[src/rtl/tlul_flat_bridge_if.sv]
// Bus bundles for tlul_flat_bridge: the TL-UL host port and the flattened TileLink device port.
// Each interface's master modport is the side that drives the A channel.
interface tlul_h_if #(
  parameter int AW  = 32,
  parameter int DW  = 32,
  parameter int SW  = 8,
  parameter int SZW = 2
);
  localparam int MW = DW / 8;

  logic           h_a_valid;
  logic           h_a_ready;
  logic [2:0]     h_a_opcode;
  logic [SZW-1:0] h_a_size;
  logic [SW-1:0]  h_a_source;
  logic [AW-1:0]  h_a_address;
  logic [MW-1:0]  h_a_mask;
  logic [DW-1:0]  h_a_data;
  logic           h_d_valid;
  logic           h_d_ready;
  logic [2:0]     h_d_opcode;
  logic [SZW-1:0] h_d_size;
  logic [SW-1:0]  h_d_source;
  logic [DW-1:0]  h_d_data;
  logic           h_d_error;

  modport master (
    output h_a_valid, h_a_opcode, h_a_size, h_a_source, h_a_address, h_a_mask, h_a_data,
    input  h_a_ready,
    input  h_d_valid, h_d_opcode, h_d_size, h_d_source, h_d_data, h_d_error,
    output h_d_ready
  );

  modport slave (
    input  h_a_valid, h_a_opcode, h_a_size, h_a_source, h_a_address, h_a_mask, h_a_data,
    output h_a_ready,
    output h_d_valid, h_d_opcode, h_d_size, h_d_source, h_d_data, h_d_error,
    input  h_d_ready
  );
endinterface

interface tlul_dev_if #(
  parameter int AW  = 32,
  parameter int DW  = 32,
  parameter int SW  = 8,
  parameter int SZW = 2
);
  localparam int MW = DW / 8;

  logic           tl_a_valid;
  logic           tl_a_ready;
  logic [2:0]     tl_a_bits_opcode;
  logic [SZW-1:0] tl_a_bits_size;
  logic [SW-1:0]  tl_a_bits_source;
  logic [AW-1:0]  tl_a_bits_address;
  logic [MW-1:0]  tl_a_bits_mask;
  logic [DW-1:0]  tl_a_bits_data;
  logic [MW-1:0]  tl_a_bits_parity;
  logic           tl_a_bits_corrupt;
  logic           tl_d_valid;
  logic           tl_d_ready;
  logic [2:0]     tl_d_bits_opcode;
  logic [SZW-1:0] tl_d_bits_size;
  logic [SW-1:0]  tl_d_bits_source;
  logic [DW-1:0]  tl_d_bits_data;
  logic           tl_d_bits_corrupt;
  logic           tl_d_bits_denied;

  modport master (
    output tl_a_valid, tl_a_bits_opcode, tl_a_bits_size, tl_a_bits_source, tl_a_bits_address,
    output tl_a_bits_mask, tl_a_bits_data, tl_a_bits_parity, tl_a_bits_corrupt,
    input  tl_a_ready,
    input  tl_d_valid, tl_d_bits_opcode, tl_d_bits_size, tl_d_bits_source, tl_d_bits_data,
    input  tl_d_bits_corrupt, tl_d_bits_denied,
    output tl_d_ready
  );

  modport slave (
    input  tl_a_valid, tl_a_bits_opcode, tl_a_bits_size, tl_a_bits_source, tl_a_bits_address,
    input  tl_a_bits_mask, tl_a_bits_data, tl_a_bits_parity, tl_a_bits_corrupt,
    output tl_a_ready,
    output tl_d_valid, tl_d_bits_opcode, tl_d_bits_size, tl_d_bits_source, tl_d_bits_data,
    output tl_d_bits_corrupt, tl_d_bits_denied,
    input  tl_d_ready
  );
endinterface

[src/rtl/tlul_flat_bridge.sv]
// Registered TL-UL host to flattened TileLink device bridge: request FIFO, one-entry
// response slice, outstanding limiter, optional odd byte parity, unexpected-response flag.
module tlul_flat_bridge #(
  parameter int AW       = 32,
  parameter int DW       = 32,
  parameter int SW       = 8,
  parameter int SZW      = 2,
  parameter int ReqDepth = 2,
  parameter int MaxOut   = 4,
  parameter int ParityEn = 0
) (
  input  logic        clk_i,
  input  logic        rst_i,
  tlul_h_if.slave     h,
  tlul_dev_if.master  tl,
  output logic [7:0]  outstanding_o,
  output logic        err_unexp_o
);
  localparam int MW = DW / 8;
  localparam int PW = (ReqDepth > 1) ? $clog2(ReqDepth) : 1;
  localparam int OW = $clog2(ReqDepth + 1);
  localparam logic [PW-1:0] LastPtr  = PW'(ReqDepth - 1);
  localparam logic [OW-1:0] OccFull  = OW'(ReqDepth);
  localparam logic [8:0]    MaxOutW  = 9'(MaxOut);

  typedef struct packed {
    logic [2:0]     opcode;
    logic [SZW-1:0] size;
    logic [SW-1:0]  source;
    logic [AW-1:0]  address;
    logic [MW-1:0]  mask;
    logic [DW-1:0]  data;
  } req_t;

  function automatic logic [PW-1:0] ptr_inc(input logic [PW-1:0] p);
    return (p == LastPtr) ? '0 : p + 1'b1;
  endfunction

  function automatic logic odd_par(input logic [7:0] b);
    return ~^b;
  endfunction

  req_t            r_fifo_q [ReqDepth];
  logic [PW-1:0]   r_wptr, r_rptr;
  logic [OW-1:0]   r_occ;
  logic            r_init;
  logic [7:0]      r_cnt;
  logic            r_err;

  logic            r_d_vld_p1;
  logic [2:0]      r_d_opcode_p1;
  logic [SZW-1:0]  r_d_size_p1;
  logic [SW-1:0]   r_d_source_p1;
  logic [DW-1:0]   r_d_data_p1;
  logic            r_d_error_p1;

  req_t            w_req;
  req_t            w_head;
  logic            w_full;
  logic            w_push, w_pop;
  logic            w_d_fire, w_d_take, w_d_dec, w_h_d_fire;
  logic [8:0]      w_sum;
  logic [MW-1:0]   w_par;

  // ---- A path: host beat into FIFO (stage p0), FIFO head drives tl_a (stage p1)
  assign w_req  = '{opcode:  h.h_a_opcode,  size: h.h_a_size, source: h.h_a_source,
                    address: h.h_a_address, mask: h.h_a_mask, data:   h.h_a_data};
  assign w_head = r_fifo_q[r_rptr];
  assign w_full = (r_occ == OccFull);
  assign w_sum  = {1'b0, r_cnt} + 9'(r_occ);

  // r_init keeps the host stalled through reset and releases it one cycle later.
  assign h.h_a_ready = r_init && !w_full && (w_sum < MaxOutW);
  assign w_push      = h.h_a_valid && h.h_a_ready;
  assign w_pop       = tl.tl_a_valid && tl.tl_a_ready;

  assign tl.tl_a_valid        = (r_occ != '0);
  assign tl.tl_a_bits_opcode  = w_head.opcode;
  assign tl.tl_a_bits_size    = w_head.size;
  assign tl.tl_a_bits_source  = w_head.source;
  assign tl.tl_a_bits_address = w_head.address;
  assign tl.tl_a_bits_mask    = w_head.mask;
  assign tl.tl_a_bits_data    = w_head.data;
  assign tl.tl_a_bits_corrupt = 1'b0;

  for (genvar gi = 0; gi < MW; gi++) begin : g_par
    assign w_par[gi] = odd_par(w_head.data[8*gi +: 8]);
  end
  assign tl.tl_a_bits_parity = (ParityEn != 0) ? w_par : '0;

  always_ff @(posedge clk_i) begin
    if (w_push) r_fifo_q[r_wptr] <= w_req;
  end

  // ---- D path: device beat captured into the response slice (stage p1)
  assign tl.tl_d_ready = !r_d_vld_p1 || h.h_d_ready;
  assign w_d_fire      = tl.tl_d_valid && tl.tl_d_ready;
  assign w_d_take      = w_d_fire && (r_cnt != 8'd0);
  assign w_d_dec       = w_d_take;
  assign w_h_d_fire    = r_d_vld_p1 && h.h_d_ready;

  always_ff @(posedge clk_i) begin
    if (w_d_take) begin
      r_d_opcode_p1 <= tl.tl_d_bits_opcode;
      r_d_size_p1   <= tl.tl_d_bits_size;
      r_d_source_p1 <= tl.tl_d_bits_source;
      r_d_data_p1   <= tl.tl_d_bits_data;
      r_d_error_p1  <= tl.tl_d_bits_corrupt | tl.tl_d_bits_denied;
    end
  end

  assign h.h_d_valid  = r_d_vld_p1;
  assign h.h_d_opcode = r_d_opcode_p1;
  assign h.h_d_size   = r_d_size_p1;
  assign h.h_d_source = r_d_source_p1;
  assign h.h_d_data   = r_d_data_p1;
  assign h.h_d_error  = r_d_error_p1;

  // ---- Control state: FIFO pointers, outstanding count, slice valid, error flag
  always_ff @(posedge clk_i or posedge rst_i) begin
    if (rst_i) begin
      r_init     <= 1'b0;
      r_wptr     <= '0;
      r_rptr     <= '0;
      r_occ      <= '0;
      r_cnt      <= 8'd0;
      r_err      <= 1'b0;
      r_d_vld_p1 <= 1'b0;
    end else begin
      r_init <= 1'b1;
      if (w_push) r_wptr <= ptr_inc(r_wptr);
      if (w_pop)  r_rptr <= ptr_inc(r_rptr);
      if (w_push && !w_pop)      r_occ <= r_occ + 1'b1;
      else if (!w_push && w_pop) r_occ <= r_occ - 1'b1;
      if (w_pop && !w_d_dec)      r_cnt <= r_cnt + 8'd1;
      else if (!w_pop && w_d_dec) r_cnt <= r_cnt - 8'd1;
      // A beat arriving with nothing outstanding is swallowed and flagged.
      if (w_d_fire && (r_cnt == 8'd0)) r_err <= 1'b1;
      if (w_d_take)        r_d_vld_p1 <= 1'b1;
      else if (w_h_d_fire) r_d_vld_p1 <= 1'b0;
    end
  end

  assign outstanding_o = r_cnt;
  assign err_unexp_o   = r_err;

endmodule

[src/flat_wrapper.sv]
// flat-port wrapper written by rule: the top's interface ports become plain ports
module tlul_flat_bridge_flat 
#(
  parameter int AW       = 32,
  parameter int DW       = 32,
  parameter int SW       = 8,
  parameter int SZW      = 2,
  parameter int ReqDepth = 2,
  parameter int MaxOut   = 4,
  parameter int ParityEn = 0
)
  (clk_i, rst_i, outstanding_o, err_unexp_o, h_h_a_valid, h_h_a_opcode, h_h_a_size, h_h_a_source, h_h_a_address, h_h_a_mask, h_h_a_data, h_h_a_ready, h_h_d_valid, h_h_d_opcode, h_h_d_size, h_h_d_source, h_h_d_data, h_h_d_error, h_h_d_ready, tl_tl_a_valid, tl_tl_a_bits_opcode, tl_tl_a_bits_size, tl_tl_a_bits_source, tl_tl_a_bits_address, tl_tl_a_bits_mask, tl_tl_a_bits_data, tl_tl_a_bits_parity, tl_tl_a_bits_corrupt, tl_tl_a_ready, tl_tl_d_valid, tl_tl_d_bits_opcode, tl_tl_d_bits_size, tl_tl_d_bits_source, tl_tl_d_bits_data, tl_tl_d_bits_corrupt, tl_tl_d_bits_denied, tl_tl_d_ready);
  tlul_h_if #(.AW(AW), .DW(DW), .SW(SW), .SZW(SZW)) h_i ();
  tlul_dev_if #(.AW(AW), .DW(DW), .SW(SW), .SZW(SZW)) tl_i ();
  input  logic clk_i;
  input  logic rst_i;
  output logic [7:0] outstanding_o;
  output logic err_unexp_o;
  input wire logic [$bits(h_i.h_a_valid)-1:0] h_h_a_valid;
  input wire logic [$bits(h_i.h_a_opcode)-1:0] h_h_a_opcode;
  input wire logic [$bits(h_i.h_a_size)-1:0] h_h_a_size;
  input wire logic [$bits(h_i.h_a_source)-1:0] h_h_a_source;
  input wire logic [$bits(h_i.h_a_address)-1:0] h_h_a_address;
  input wire logic [$bits(h_i.h_a_mask)-1:0] h_h_a_mask;
  input wire logic [$bits(h_i.h_a_data)-1:0] h_h_a_data;
  output wire logic [$bits(h_i.h_a_ready)-1:0] h_h_a_ready;
  output wire logic [$bits(h_i.h_d_valid)-1:0] h_h_d_valid;
  output wire logic [$bits(h_i.h_d_opcode)-1:0] h_h_d_opcode;
  output wire logic [$bits(h_i.h_d_size)-1:0] h_h_d_size;
  output wire logic [$bits(h_i.h_d_source)-1:0] h_h_d_source;
  output wire logic [$bits(h_i.h_d_data)-1:0] h_h_d_data;
  output wire logic [$bits(h_i.h_d_error)-1:0] h_h_d_error;
  input wire logic [$bits(h_i.h_d_ready)-1:0] h_h_d_ready;
  output wire logic [$bits(tl_i.tl_a_valid)-1:0] tl_tl_a_valid;
  output wire logic [$bits(tl_i.tl_a_bits_opcode)-1:0] tl_tl_a_bits_opcode;
  output wire logic [$bits(tl_i.tl_a_bits_size)-1:0] tl_tl_a_bits_size;
  output wire logic [$bits(tl_i.tl_a_bits_source)-1:0] tl_tl_a_bits_source;
  output wire logic [$bits(tl_i.tl_a_bits_address)-1:0] tl_tl_a_bits_address;
  output wire logic [$bits(tl_i.tl_a_bits_mask)-1:0] tl_tl_a_bits_mask;
  output wire logic [$bits(tl_i.tl_a_bits_data)-1:0] tl_tl_a_bits_data;
  output wire logic [$bits(tl_i.tl_a_bits_parity)-1:0] tl_tl_a_bits_parity;
  output wire logic [$bits(tl_i.tl_a_bits_corrupt)-1:0] tl_tl_a_bits_corrupt;
  input wire logic [$bits(tl_i.tl_a_ready)-1:0] tl_tl_a_ready;
  input wire logic [$bits(tl_i.tl_d_valid)-1:0] tl_tl_d_valid;
  input wire logic [$bits(tl_i.tl_d_bits_opcode)-1:0] tl_tl_d_bits_opcode;
  input wire logic [$bits(tl_i.tl_d_bits_size)-1:0] tl_tl_d_bits_size;
  input wire logic [$bits(tl_i.tl_d_bits_source)-1:0] tl_tl_d_bits_source;
  input wire logic [$bits(tl_i.tl_d_bits_data)-1:0] tl_tl_d_bits_data;
  input wire logic [$bits(tl_i.tl_d_bits_corrupt)-1:0] tl_tl_d_bits_corrupt;
  input wire logic [$bits(tl_i.tl_d_bits_denied)-1:0] tl_tl_d_bits_denied;
  output wire logic [$bits(tl_i.tl_d_ready)-1:0] tl_tl_d_ready;
  assign h_i.h_a_valid = h_h_a_valid;
  assign h_i.h_a_opcode = h_h_a_opcode;
  assign h_i.h_a_size = h_h_a_size;
  assign h_i.h_a_source = h_h_a_source;
  assign h_i.h_a_address = h_h_a_address;
  assign h_i.h_a_mask = h_h_a_mask;
  assign h_i.h_a_data = h_h_a_data;
  assign h_h_a_ready = h_i.h_a_ready;
  assign h_h_d_valid = h_i.h_d_valid;
  assign h_h_d_opcode = h_i.h_d_opcode;
  assign h_h_d_size = h_i.h_d_size;
  assign h_h_d_source = h_i.h_d_source;
  assign h_h_d_data = h_i.h_d_data;
  assign h_h_d_error = h_i.h_d_error;
  assign h_i.h_d_ready = h_h_d_ready;
  assign tl_tl_a_valid = tl_i.tl_a_valid;
  assign tl_tl_a_bits_opcode = tl_i.tl_a_bits_opcode;
  assign tl_tl_a_bits_size = tl_i.tl_a_bits_size;
  assign tl_tl_a_bits_source = tl_i.tl_a_bits_source;
  assign tl_tl_a_bits_address = tl_i.tl_a_bits_address;
  assign tl_tl_a_bits_mask = tl_i.tl_a_bits_mask;
  assign tl_tl_a_bits_data = tl_i.tl_a_bits_data;
  assign tl_tl_a_bits_parity = tl_i.tl_a_bits_parity;
  assign tl_tl_a_bits_corrupt = tl_i.tl_a_bits_corrupt;
  assign tl_i.tl_a_ready = tl_tl_a_ready;
  assign tl_i.tl_d_valid = tl_tl_d_valid;
  assign tl_i.tl_d_bits_opcode = tl_tl_d_bits_opcode;
  assign tl_i.tl_d_bits_size = tl_tl_d_bits_size;
  assign tl_i.tl_d_bits_source = tl_tl_d_bits_source;
  assign tl_i.tl_d_bits_data = tl_tl_d_bits_data;
  assign tl_i.tl_d_bits_corrupt = tl_tl_d_bits_corrupt;
  assign tl_i.tl_d_bits_denied = tl_tl_d_bits_denied;
  assign tl_tl_d_ready = tl_i.tl_d_ready;
  tlul_flat_bridge #(.AW(AW), .DW(DW), .SW(SW), .SZW(SZW), .ReqDepth(ReqDepth), .MaxOut(MaxOut), .ParityEn(ParityEn)) u_core (.clk_i(clk_i), .rst_i(rst_i), .h(h_i), .tl(tl_i), .outstanding_o(outstanding_o), .err_unexp_o(err_unexp_o));
endmodule
[config.mk]
export PLATFORM = sky130hd
export DESIGN_NAME = tlul_flat_bridge_flat
export DESIGN_NICKNAME = d
export VERILOG_FILES = /design/src/rtl/tlul_flat_bridge_if.sv /design/src/rtl/tlul_flat_bridge.sv /design/src/flat_wrapper.sv
export SDC_FILE = /design/constraint.sdc
export NUM_CORES = 1
export LEC_CHECK = 0
export CORE_AREA = 2 2 249 153
export DETAILED_ROUTE_END_ITERATION = 10
export DIE_AREA = 0 0 251 155
export GPL_TIMING_DRIVEN = 0
export HOLD_SLACK_MARGIN = 0.08
export SYNTH_ARGS = -nofsm -noshare
export SYNTH_HDL_FRONTEND = slang
export SYNTH_SLANG_ARGS = --single-unit
[constraint.sdc]
create_clock -name clk_i -period 6.86 [get_ports clk_i]
set_input_delay 2.058 -clock clk_i [delete_from_list [all_inputs] [get_ports clk_i]]
set_output_delay 2.058 -clock clk_i [all_outputs]
set_load 0.02 [all_outputs]
### Yosys cells after proc, flatten, opt, wreduce, memory -nomap -nowiden

Memories as Yosys holds them, arrays and structs flattened.
Index checks and enable logic that the tools add are counted.

| storage, ports and cells | value |
|---|---|
| register bits | 61 |
| bits in writable memories | 162 |
| logic and storage cells | 57 |
| memories kept | 1 |

Memory list:

| memory | depth | width | rd ports | clocked after memory_dff | write ports | RTL line | text |
|---|---|---|---|---|---|---|---|
| u_core.r_fifo_q | 2 | 81 | 1 | 0 | 1 | tlul_flat_bridge.sv:43 | `req_t r_fifo_q [ReqDepth];` |

| cells by class | value |
|---|---|
| $add $sub $neg | 7 |
| order comparisons | 1 |
| eq/ne operators | 1 |
| mux-type cells | 10 |
| bitwise logic cells | 1 |
| reductions and logical operators | 24 |

Operators by type and width:

| kind | number |
|---|---|
| 8-bit 2-to-1 mux | 2 |
| 1-bit logical AND | 12 |
| 8-bit by 2-bit adder with 9-bit output | 1 |
| 9-bit by 3-bit less-than comparator with 1-bit output, second input constant | 1 |
| 8-bit by 1-bit adder with 8-bit output, second input constant | 1 |
| 8-bit zero test | 1 |
| 2-bit nonzero test | 4 |
| 8-bit nonzero test | 1 |
| 8-bit by 1-bit subtractor with 8-bit output, second input constant | 1 |
| 1-bit 2-to-1 mux | 6 |
| 1-bit zero test | 5 |
| 2-bit 2-to-1 mux | 2 |
| 1-bit adder, second input constant | 2 |
| 2-bit by 1-bit adder with 2-bit output, second input constant | 1 |
| 2-bit equality test, second input constant | 1 |
| 2-bit by 1-bit subtractor with 2-bit output, second input constant | 1 |
| 1-bit logical OR | 1 |
| 1-bit OR | 1 |

### Depth between registers and ports, before layout

Gate-level depths: netlist of the first run.

| logic depth | value |
|---|---|
| depth in word-level cells | 9 |
| depth in mapped cells | 10 |

### Least setup slack after synthesis of the first run

No wires, ideal clock.

| timing path | value |
|---|---|
| path type | input -> register |
| start point | input h_h_a_valid |
| end point | memory u_core.r_fifo_q[0][0] in the netlist's numbering, enable pin |
| library setup time | 0.531 ns |
| arrival time | 5.942 ns |
| setup slack | 0.388 ns |
| stages | 2 |
| path buffers | 0 |
| cell sequence | nor4b_4 > nor2b_1 |

| between the ends | value |
|---|---|
| cells in the longest elaborated chain, start to end | 3 |

RTL lines:

| item | RTL line | text |
|---|---|---|
| start: declaration | flat_wrapper.sv:19 | `input wire logic [$bits(h_i.h_a_valid)-1:0] h_h_a_valid;` |
| 1-bit logical AND | tlul_flat_bridge.sv:74 | `assign w_push = h.h_a_valid && h.h_a_ready;` |
| 1-bit 2-to-1 mux | tlul_flat_bridge.sv:92 | `if (w_push) r_fifo_q[r_wptr] <= w_req;` |
| 1-bit 2-to-1 mux (not written as such) | tlul_flat_bridge.sv:92 |  |
| end: declaration | tlul_flat_bridge.sv:43 |  |

Every way passes these cells.

### Worst setup path after layout of the first run

| timing path | value |
|---|---|
| start point | input h_h_d_ready |
| end point | output tl_tl_d_ready |

| between the ends | value |
|---|---|
| cells in the longest elaborated chain, start to end | 1 |

RTL lines:

| item | RTL line | text |
|---|---|---|
| start: declaration | flat_wrapper.sv:33 | `input wire logic [$bits(h_i.h_d_ready)-1:0] h_h_d_ready;` |
| 1-bit logical OR | tlul_flat_bridge.sv:96 | `assign tl.tl_d_ready = !r_d_vld_p1 \|\| h.h_d_ready;` |
| end: declaration | flat_wrapper.sv:51 | `output wire logic [$bits(tl_i.tl_d_ready)-1:0] tl_tl_d_ready;` |

Every way passes these cells.

==> results of run 1 <==
[placed cells by master (no fill, tap or decap), types with 4 or more instances in the layout]
cell / Yosys / layout
a21oi_1: 5 / 5
clkdlybuf4s50_1: 0 / 273
dfrtp_1: 15 / 15
nand2_1: 6 / 6
mux2_1: 19 / 19
clkinv_2: 0 / 6
buf_2: 8 / 8
buf_12: 0 / 4
buf_4: 5 / 5
nor2_1: 4 / 4
mux2_2: 64 / 64
ha_1: 9 / 9
xnor2_1: 5 / 5
edfxtp_1: 208 / 208
conb_1: 2 / 6
clkinv_1: 0 / 6
clkbuf_16: 0 / 25
inv_1: 6 / 5
[through the flow]
stage | setup slack [ps] | power [mW] | instances
floorplan | 388 | 2.46 | 412
global placement | -2760 | 3.06 | 1169
detailed placement | 1470 | 3.07 | 1174
CTS | 1460 | 4.38 | 1216
global route | 1430 | 4.51 | 1216
finish | 1460 | 4.30 | 1217
[flip-flops by register name, summed over array words and instances, names as in the netlist]
name	cells
u_core.outstanding_o	8
u_core.h.h_d_data	32
u_core.r_init	1
u_core.r_occ	2
u_core.h.h_d_size	2
u_core.h.h_d_opcode	3
u_core.r_fifo_q	162
u_core.h.h_d_valid	1
u_core.h.h_d_source	8
u_core.r_rptr	1
u_core.h.h_d_error	1
u_core.r_wptr	1
u_core.err_unexp_o	1
[cell families (layout without fill, tap and decap cells)]
group | count (synthesis) | after routing | synth area share
flops | 223 | 223 | 0.797
mux | 83 | 83 | 0.112
simple gates | 31 | 31 | 0.0232
compound gates | 30 | 30 | 0.0292
buf+inv | 21 | 341 | 0.0130
fa+ha+maj | 10 | 10 | 0.0160
xor+xnor | 8 | 8 | 0.00843
other cells | 2 | 7 | 0.000904
[area by class of cell]
cell class / count / area [sq um] / area share
antenna: 1 / 2.50 / 0.000200
buffer: 15 / 85.1 / 0.00678
clock buffer: 26 / 629 / 0.0502
clock inverter: 16 / 129 / 0.0103
inverter: 6 / 22.5 / 0.00180
multi-input combinational: 168 / 1610 / 0.128
sequential: 223 / 6620 / 0.528
tap: 484 / 606 / 0.0483
timing repair buffer: 278 / 2840 / 0.226
[power by group]
group          total [mW]  switching (mW)  internal [mW]
clock                1.27           0.534          0.733
sequential           1.63          0.0668           1.56
combinational        1.40           0.708          0.695
total                4.30            1.31           2.99
[worst max path at each step]
stage / start / slack [ps] / cells after the start / endpoint
finish: h_h_d_ready / 1460 / 3 / tl_tl_d_ready
detailed placement: h_h_d_ready / 1470 / 3 / tl_tl_d_ready
floorplan: h_h_a_valid / 390 / 2 / u_core.r_fifo_q[0][0]$_DFFE_PP_
global placement: h_h_a_valid / -2760 / 3 / u_core.r_fifo_q[0][14]$_DFFE_PP_
global route: h_h_d_ready / 1430 / 3 / tl_tl_d_ready
CTS: h_h_d_ready / 1460 / 3 / tl_tl_d_ready
[routing by layer]
| layer | up-vias | wire length, microns | track usage |
|---|---|---|---|
| met5 | - | 12 | 0 |
| li1 | 2224 | - | - |
| met2 | 123 | 9540 | 0.164 |
| met4 | 2 | 610 | 0.0303 |
| met1 | 2316 | 9330 | 0.136 |
| met3 | 34 | 1240 | 0.0341 |
[worst reg2reg max path, stage by stage, from the launching register on]
cell       delay, ps
dfrtp_1          460
nor4_2           330
nand2_2          150
o311ai_2         410
ha_1             300
inv_1            180
fa_1             440
a21o_1           190
a31o_1           250
a2111oi_0        410
nand3b_1         150
==> metrics.md, run 1 <==
| Metric | Value |
|---|---|
| Slew Viols, Final | `0` |
| Fin. Hold Viols | `0` |
| Pwr per Cell Area | `approximately 340 nW/um^2` |
| # DRC | `0` |
| Top cell type's share of synthesized area | `0.752` |
| Worst-path cell chain | `clkdlybuf4s50_1 -> nand2b_1 -> clkdlybuf4s50_1` |
| Post-Syn Instances | `about 410` |
| CTS tree | `built` |
| Final core utilization | `0.340` |
| Inserted Clock Buffers | `24` |
| Initial core utilization | `0.225` |
| Peak Freq | `0.185 GHz` |
| Iteration count of the initial detailed-routing pass | `4` |
| Initial drt markers | `190` |
| Synth area leader | `edfxtp_1` |
| First-pass GRT wire length | `30400 microns` |
| Hold path startpoint | `u_core.err_unexp_o$_DFFE_PP0P_` |
| RSZ-0062 raised after global routing | `false` |
| Post_cts resized | `0` |
| Yosys reg bits | `223` |
| Layout filler cell count | `3541` |
| Placed instance area | `roughly 12000 sq um` |
| Critical path type | `in2out` |
| Tot GR Track Use | `0.103` |
| Status | `completed` |
| Grt total ovfl | `0` |
| Hold_ws | `about 470 ps` |
| Critical-path top delay cell | `clkdlybuf4s50_1` |
| CTS Hold Bufs | `0` |
| Critical path arrival | `3340 ps` |
| Worst path buffer plus inverter count | `2` |
| Clk slew on worst S/H paths | `60 ps` |
| Largest delay contributor family on the critical path | `buffers and inverters` |
| Number of I/O pins | `roughly 280` |
| Syn. warnings | `0` |
| Die Area | `38900 sq um` |
| Worst Max-Slew Pin Slew | `777 ps` |
| Post-CTS Repair Setup Buffers | `0` |
| Most used cell along the critical path | `clkdlybuf4s50_1` |
| Critical path peak fanout | `4` |
| Origin of the critical flop-to-flop path | `u_core.outstanding_o[7]$_DFFE_PP0P_` |
| Share of post-route cells with drive strength above 1 | `0.176` |
| Routed WL | `a little over 20000 microns` |
| Worst Reg-to-Reg Cells | `10` |
| Count leader, synth | `edfxtp_1` |
| WL per Instance | `17.0 microns` |
| Hold depth | `1` |
| Post-synth top cells | `edfxtp_1 (208), mux2_2 (64), mux2_1 (19)` |
| Layout Skew | `10.1 ps` |
| IO buf count | `273` |
| R2R Setup Slk | `roughly 3500 ps` |
| Worst Hold End | `u_core.err_unexp_o$_DFFE_PP0P_` |
| CTS root buffer | `clkbuf_16` |
| Placeable core area | `approximately 37000 sq um` |
| Asr flop ratio synth | `0.0673` |
| Design area | `12500 sq um` |
| Post-synthesis cell type count | `46` |
| Die width | `251 microns` |
| Avg Vias per Cell | `slightly below 4` |
| Final cycle utilization of the critical path | `0.787` |
| Initial antenna violation count | `3` |
| DP Wirelength | `14700 microns` |
| Worst skew pair latency | `530 ps` |
| Max-slew headroom | `0.482` |
| Clock tree buffer depth | `3` |
| Area Overhead vs Synth | `50.9%` |
| WP data required | `approximately 4800 ps` |
| GP Congestion | `0.750` |
| Via Count | `4699` |
| Max cap viols | `0` |
| Setup TNS | `0 ps` |
| Vias in the first global route | `5040` |
| Cell area after synthesis | `8310 sq um` |
| Die Y | `155 microns` |
| End of the worst register-to-register path | `u_core.outstanding_o[6]$_DFFE_PP0P_` |
| CP max stage delay | `around 640 ps` |
| Largest net degree at the start of global routing | `59` |
| Static leakage | `4.24 nW` |
| Endpoints failing setup | `0` |
| Average size of a mapped cell | `slightly above 20 sq um` |
| Crit start category | `primary input` |
| Sequential fraction of the synthesis area | `0.797` |
| Clock sink total | `223` |
| EDFF count, synth | `208` |
| H-tree depth | `1` |
| Post-route antenna net violation count | `0` |
| Primary FF master, synth | `edfxtp_1` |
| Rows | `55` |
| Hold Path Class | `reg2reg` |
| Nets@finish | `860` |
| Critical path endpoint category | `primary output` |
| Tmin final | `5400 ps` |
| Peak supply drop | `0.176 mV` |
| Top cells by area, synth | `edfxtp_1 (75%), mux2_2 (8.7%), dfrtp_1 (4.5%), mux2_1 (2.6%), ha_1 (1.4%)` |
Note: power is estimated with default switching activity, not from simulation.
==> run 2, diff against run 1 <==
==> constraint.sdc (replaced) <==
create_clock -name clk_i -period 5.3 [get_ports clk_i]
set_input_delay 1.59 -clock clk_i [delete_from_list [all_inputs] [get_ports clk_i]]
set_output_delay 1.59 -clock clk_i [all_outputs]
set_load 0.02 [all_outputs]
==> run 2 against run 1 <==
Compared with the run above: global-route usage rose by 0.066 points; critical path depth did not move; routed wire length is 0.13% higher; critical path type unchanged.
==> metrics.md, run 2 (synthesized netlist as in run 1, its figures left out) <==
| Metric | Value |
|---|---|
| Commonest non-fill, non-tap cell in the layout | `clkdlybuf4s50_1` |
| Max reg flops | `162 (unchanged)` |
| Post-placement cell count | `1173 (-0.085%)` |
| Worst-path cell chain | `clkdlybuf4s50_1 -> nand2b_1 -> clkdlybuf4s50_1` |
| Endpoints failing setup | `0 (unchanged)` |
| Static leakage | `4.24 nW (about the same)` |
| Status | `completed` |
| Worst Reg-to-Reg Cells | `10 (unchanged)` |
| Critical path depth | `3 (unchanged)` |
| Most flop-heavy register | `u_core.r_fifo_q` |
| Clock power frac | `0.302 (+0.007)` |
| Clock tree buffer depth | `3 (unchanged)` |
| CP max stage delay | `650 ps (about the same)` |
| Area Overhead vs Synth | `51.2%` |
| Layout filler cell count | `3556 (+0.42%)` |
| Crit start category | `primary input` |
| Clk slew on worst S/H paths | `60 ps (about the same)` |
| Hold_ws | `469 ps (-3.79 ps)` |
| Avg Vias per Cell | `3.92 (+1.5%)` |
| Die Area | `38900 sq um (unchanged)` |
| Layout Skew | `9.82 ps (-0.259 ps)` |
| DP Wirelength | `14800 microns (+0.85%)` |
| Clock sink total | `223 (unchanged)` |
| Most frequent cells in the layout | `clkdlybuf4s50_1 (273), edfxtp_1 (208), mux2_2 (64)` |
| # DRC | `0 (unchanged)` |
| Max cap viols | `0 (unchanged)` |
| Seq pwr share | `0.375 (-0.004)` |
| Final cycle utilization of the critical path | `0.846` |
| Critical path arrival | `2900 ps (-440 ps)` |
| Critical path type | `in2out` |
| H-tree depth | `1 (unchanged)` |
| Largest net degree at the start of global routing | `60 (+1.7%)` |
| Iteration count of the initial detailed-routing pass | `6 (+2)` |
| Tot GR Track Use | `0.104 (+0.000664)` |
| Peak Freq | `0.223 GHz` |
| Most used cell along the critical path | `clkdlybuf4s50_1` |
| Post_cts resized | `0 (unchanged)` |
| Hold Path Class | `reg2reg` |
| Critical-path top delay cell | `clkdlybuf4s50_1` |
| Origin of the critical flop-to-flop path | `u_core.outstanding_o[7]$_DFFE_PP0P_` |
| Internal power | `3.93 mW (+32%)` |
| Overall power | `5.63 mW (+31%)` |
| Hold depth | `1 (unchanged)` |
| Crit. Startpoint | `h_h_d_ready` |
| Tmin final | `4490 ps` |
| Multi-input gate area | `1610 sq um (unchanged)` |
| Share of post-route cells with drive strength above 1 | `0.176 (unchanged)` |
| CTS Hold Bufs | `0 (unchanged)` |
| Largest delay contributor family on the critical path | `buffers and inverters` |
| Non-Filler Instances | `1217 (unchanged)` |
| Nets@finish | `859 (-0.12%)` |
| Initial drt markers | `260 (+37%)` |
| Die width | `251 microns (unchanged)` |
| Initial core utilization | `0.225 (unchanged)` |
| Number of I/O pins | `279 (unchanged)` |
| Vias in the first global route | `5067 (+0.54%)` |
| Fin. Hold Viols | `0 (unchanged)` |
| Critical path peak fanout | `4 (unchanged)` |
| Post-route antenna net violation count | `0 (unchanged)` |
| Comb pwr share | `0.323 (-0.003)` |
| Routed WL | `20800 microns (+0.13%)` |
| Critical path endpoint category | `primary output` |
| WL per Instance | `17.1 microns (+0.13%)` |
| Sw Pwr | `1.69 mW (+29%)` |
| Via Count | `4770 (+1.5%)` |
| CTS root buffer | `clkbuf_16` |
| Post-CTS Repair Setup Buffers | `0 (unchanged)` |
| Worst path buffer plus inverter count | `2 (unchanged)` |
| Pwr per Cell Area | `448 nW/um^2 (+31%)` |
| GP Congestion | `0.758 (+1.2%)` |
| Worst Max-Slew Pin Slew | `884 ps (+107 ps)` |
| Placeable core area | `36900 sq um (unchanged)` |
| Hold path startpoint | `u_core.err_unexp_o$_DFFE_PP0P_` |
| CTS tree | `built` |
| Slew Viols, Final | `0 (unchanged)` |
| Worst setup margin | `815 ps (-644 ps)` |
| Initial antenna violation count | `1 (-2)` |
| Peak supply drop | `0.294 mV (+67%)` |
| Worst skew pair latency | `520 ps (about the same)` |
| Post-Place Setup Slack | `827 ps (-646 ps)` |
| Switching part of the total power | `0.301 (-0.00348)` |
| Grt total ovfl | `0 (unchanged)` |
| RSZ-0062 raised after global routing | `false` |
| IO buf count | `273 (unchanged)` |
| Die Y | `155 microns (unchanged)` |
| WP data required | `3710 ps (-1090 ps)` |
| Max-slew headroom | `0.409 (-0.0727)` |
| Reg area | `6620 sq um (unchanged)` |
| Rows | `55 (unchanged)` |
| Inserted Clock Buffers | `24 (unchanged)` |
| First-pass GRT wire length | `30700 microns (+1.0%)` |
run 2: layer usage:
layer | vias to the layer above | wire length (microns) | global-route usage
li1 | 2217 | - | -
met1 | 2389 | 8890 | 0.132
met2 | 129 | 10100 | 0.173
met3 | 35 | 1140 | 0.0278
met4 | 0 | 605 | 0.0337
met5 | - | 0 | 0
run 2: power by group through the flow:
| stage | clock (mW) | combinational, mW | sequential [mW] |
|---|---|---|---|
| final | 1.70 | 1.82 | 2.11 |
| after global routing | 1.83 | 1.95 | 2.12 |
| after CTS | 1.78 | 1.85 | 2.11 |
| after detailed placement | 0 | 1.84 | 2.15 |
| after global placement | 0 | 1.82 | 2.15 |
| after floorplan | 0 | 0.976 | 2.21 |
run 2: cell type report:
class | count | area share
antenna | 1 | 0.000199
clock buffer | 30 | 0.0513
tap | 484 | 0.0482
clock inverter | 13 | 0.0122
inverter | 6 | 0.00179
multi-input combinational | 168 | 0.128
sequential | 223 | 0.527
timing repair buffer | 277 | 0.225
buffer | 15 | 0.00677
run 2: path summary, 6_finish.rpt:
check                                                      end  slack, ps
max                                              tl_tl_d_ready        810
min                             u_core.err_unexp_o$_DFFE_PP0P_        470
max reg2reg                u_core.outstanding_o[6]$_DFFE_PP0P_       2010
min reg2reg                     u_core.err_unexp_o$_DFFE_PP0P_        470
max in group asynchronous            u_core.r_rptr$_DFFE_PP0P_       3400
min in group asynchronous  u_core.outstanding_o[3]$_DFFE_PP0P_       1460
run 2: through the flow:
step | cell area [sq um] | util | TNS (ps)
6_report | 12600 | 0.341 | 0
3_5_place_dp | 11800 | 0.319 | 0
5_1_grt | 12600 | 0.340 | 0
2_1_floorplan | 8330 | - | 0
4_1_cts | 12600 | 0.340 | 0
3_3_place_gp | 11700 | 0.316 | -163650
==> run 3, diff against run 2 <==
==> constraint.sdc (replaced) <==
create_clock -name clk_i -period 4.5 [get_ports clk_i]
set_input_delay 1.35 -clock clk_i [delete_from_list [all_inputs] [get_ports clk_i]]
set_output_delay 1.35 -clock clk_i [all_outputs]
set_load 0.02 [all_outputs]
==> results of run 3 <==
The final DEF is identical to that of run 2. Status: completed.
Among the figures that moved: setup slack after placement 827 ps -> 381 ps; setup slack after layout 815 ps -> 399 ps; start point of the critical path h_h_d_ready -> u_core.r_rptr$_DFFE_PP0P_; end point of the critical path tl_tl_d_ready -> tl_tl_a_bits_data[15]; register-to-register setup slack 2010 ps -> 1210 ps; total power 5.63 mW -> 6.63 mW; worst IR drop on VDD 0.294 mV -> 0.346 mV
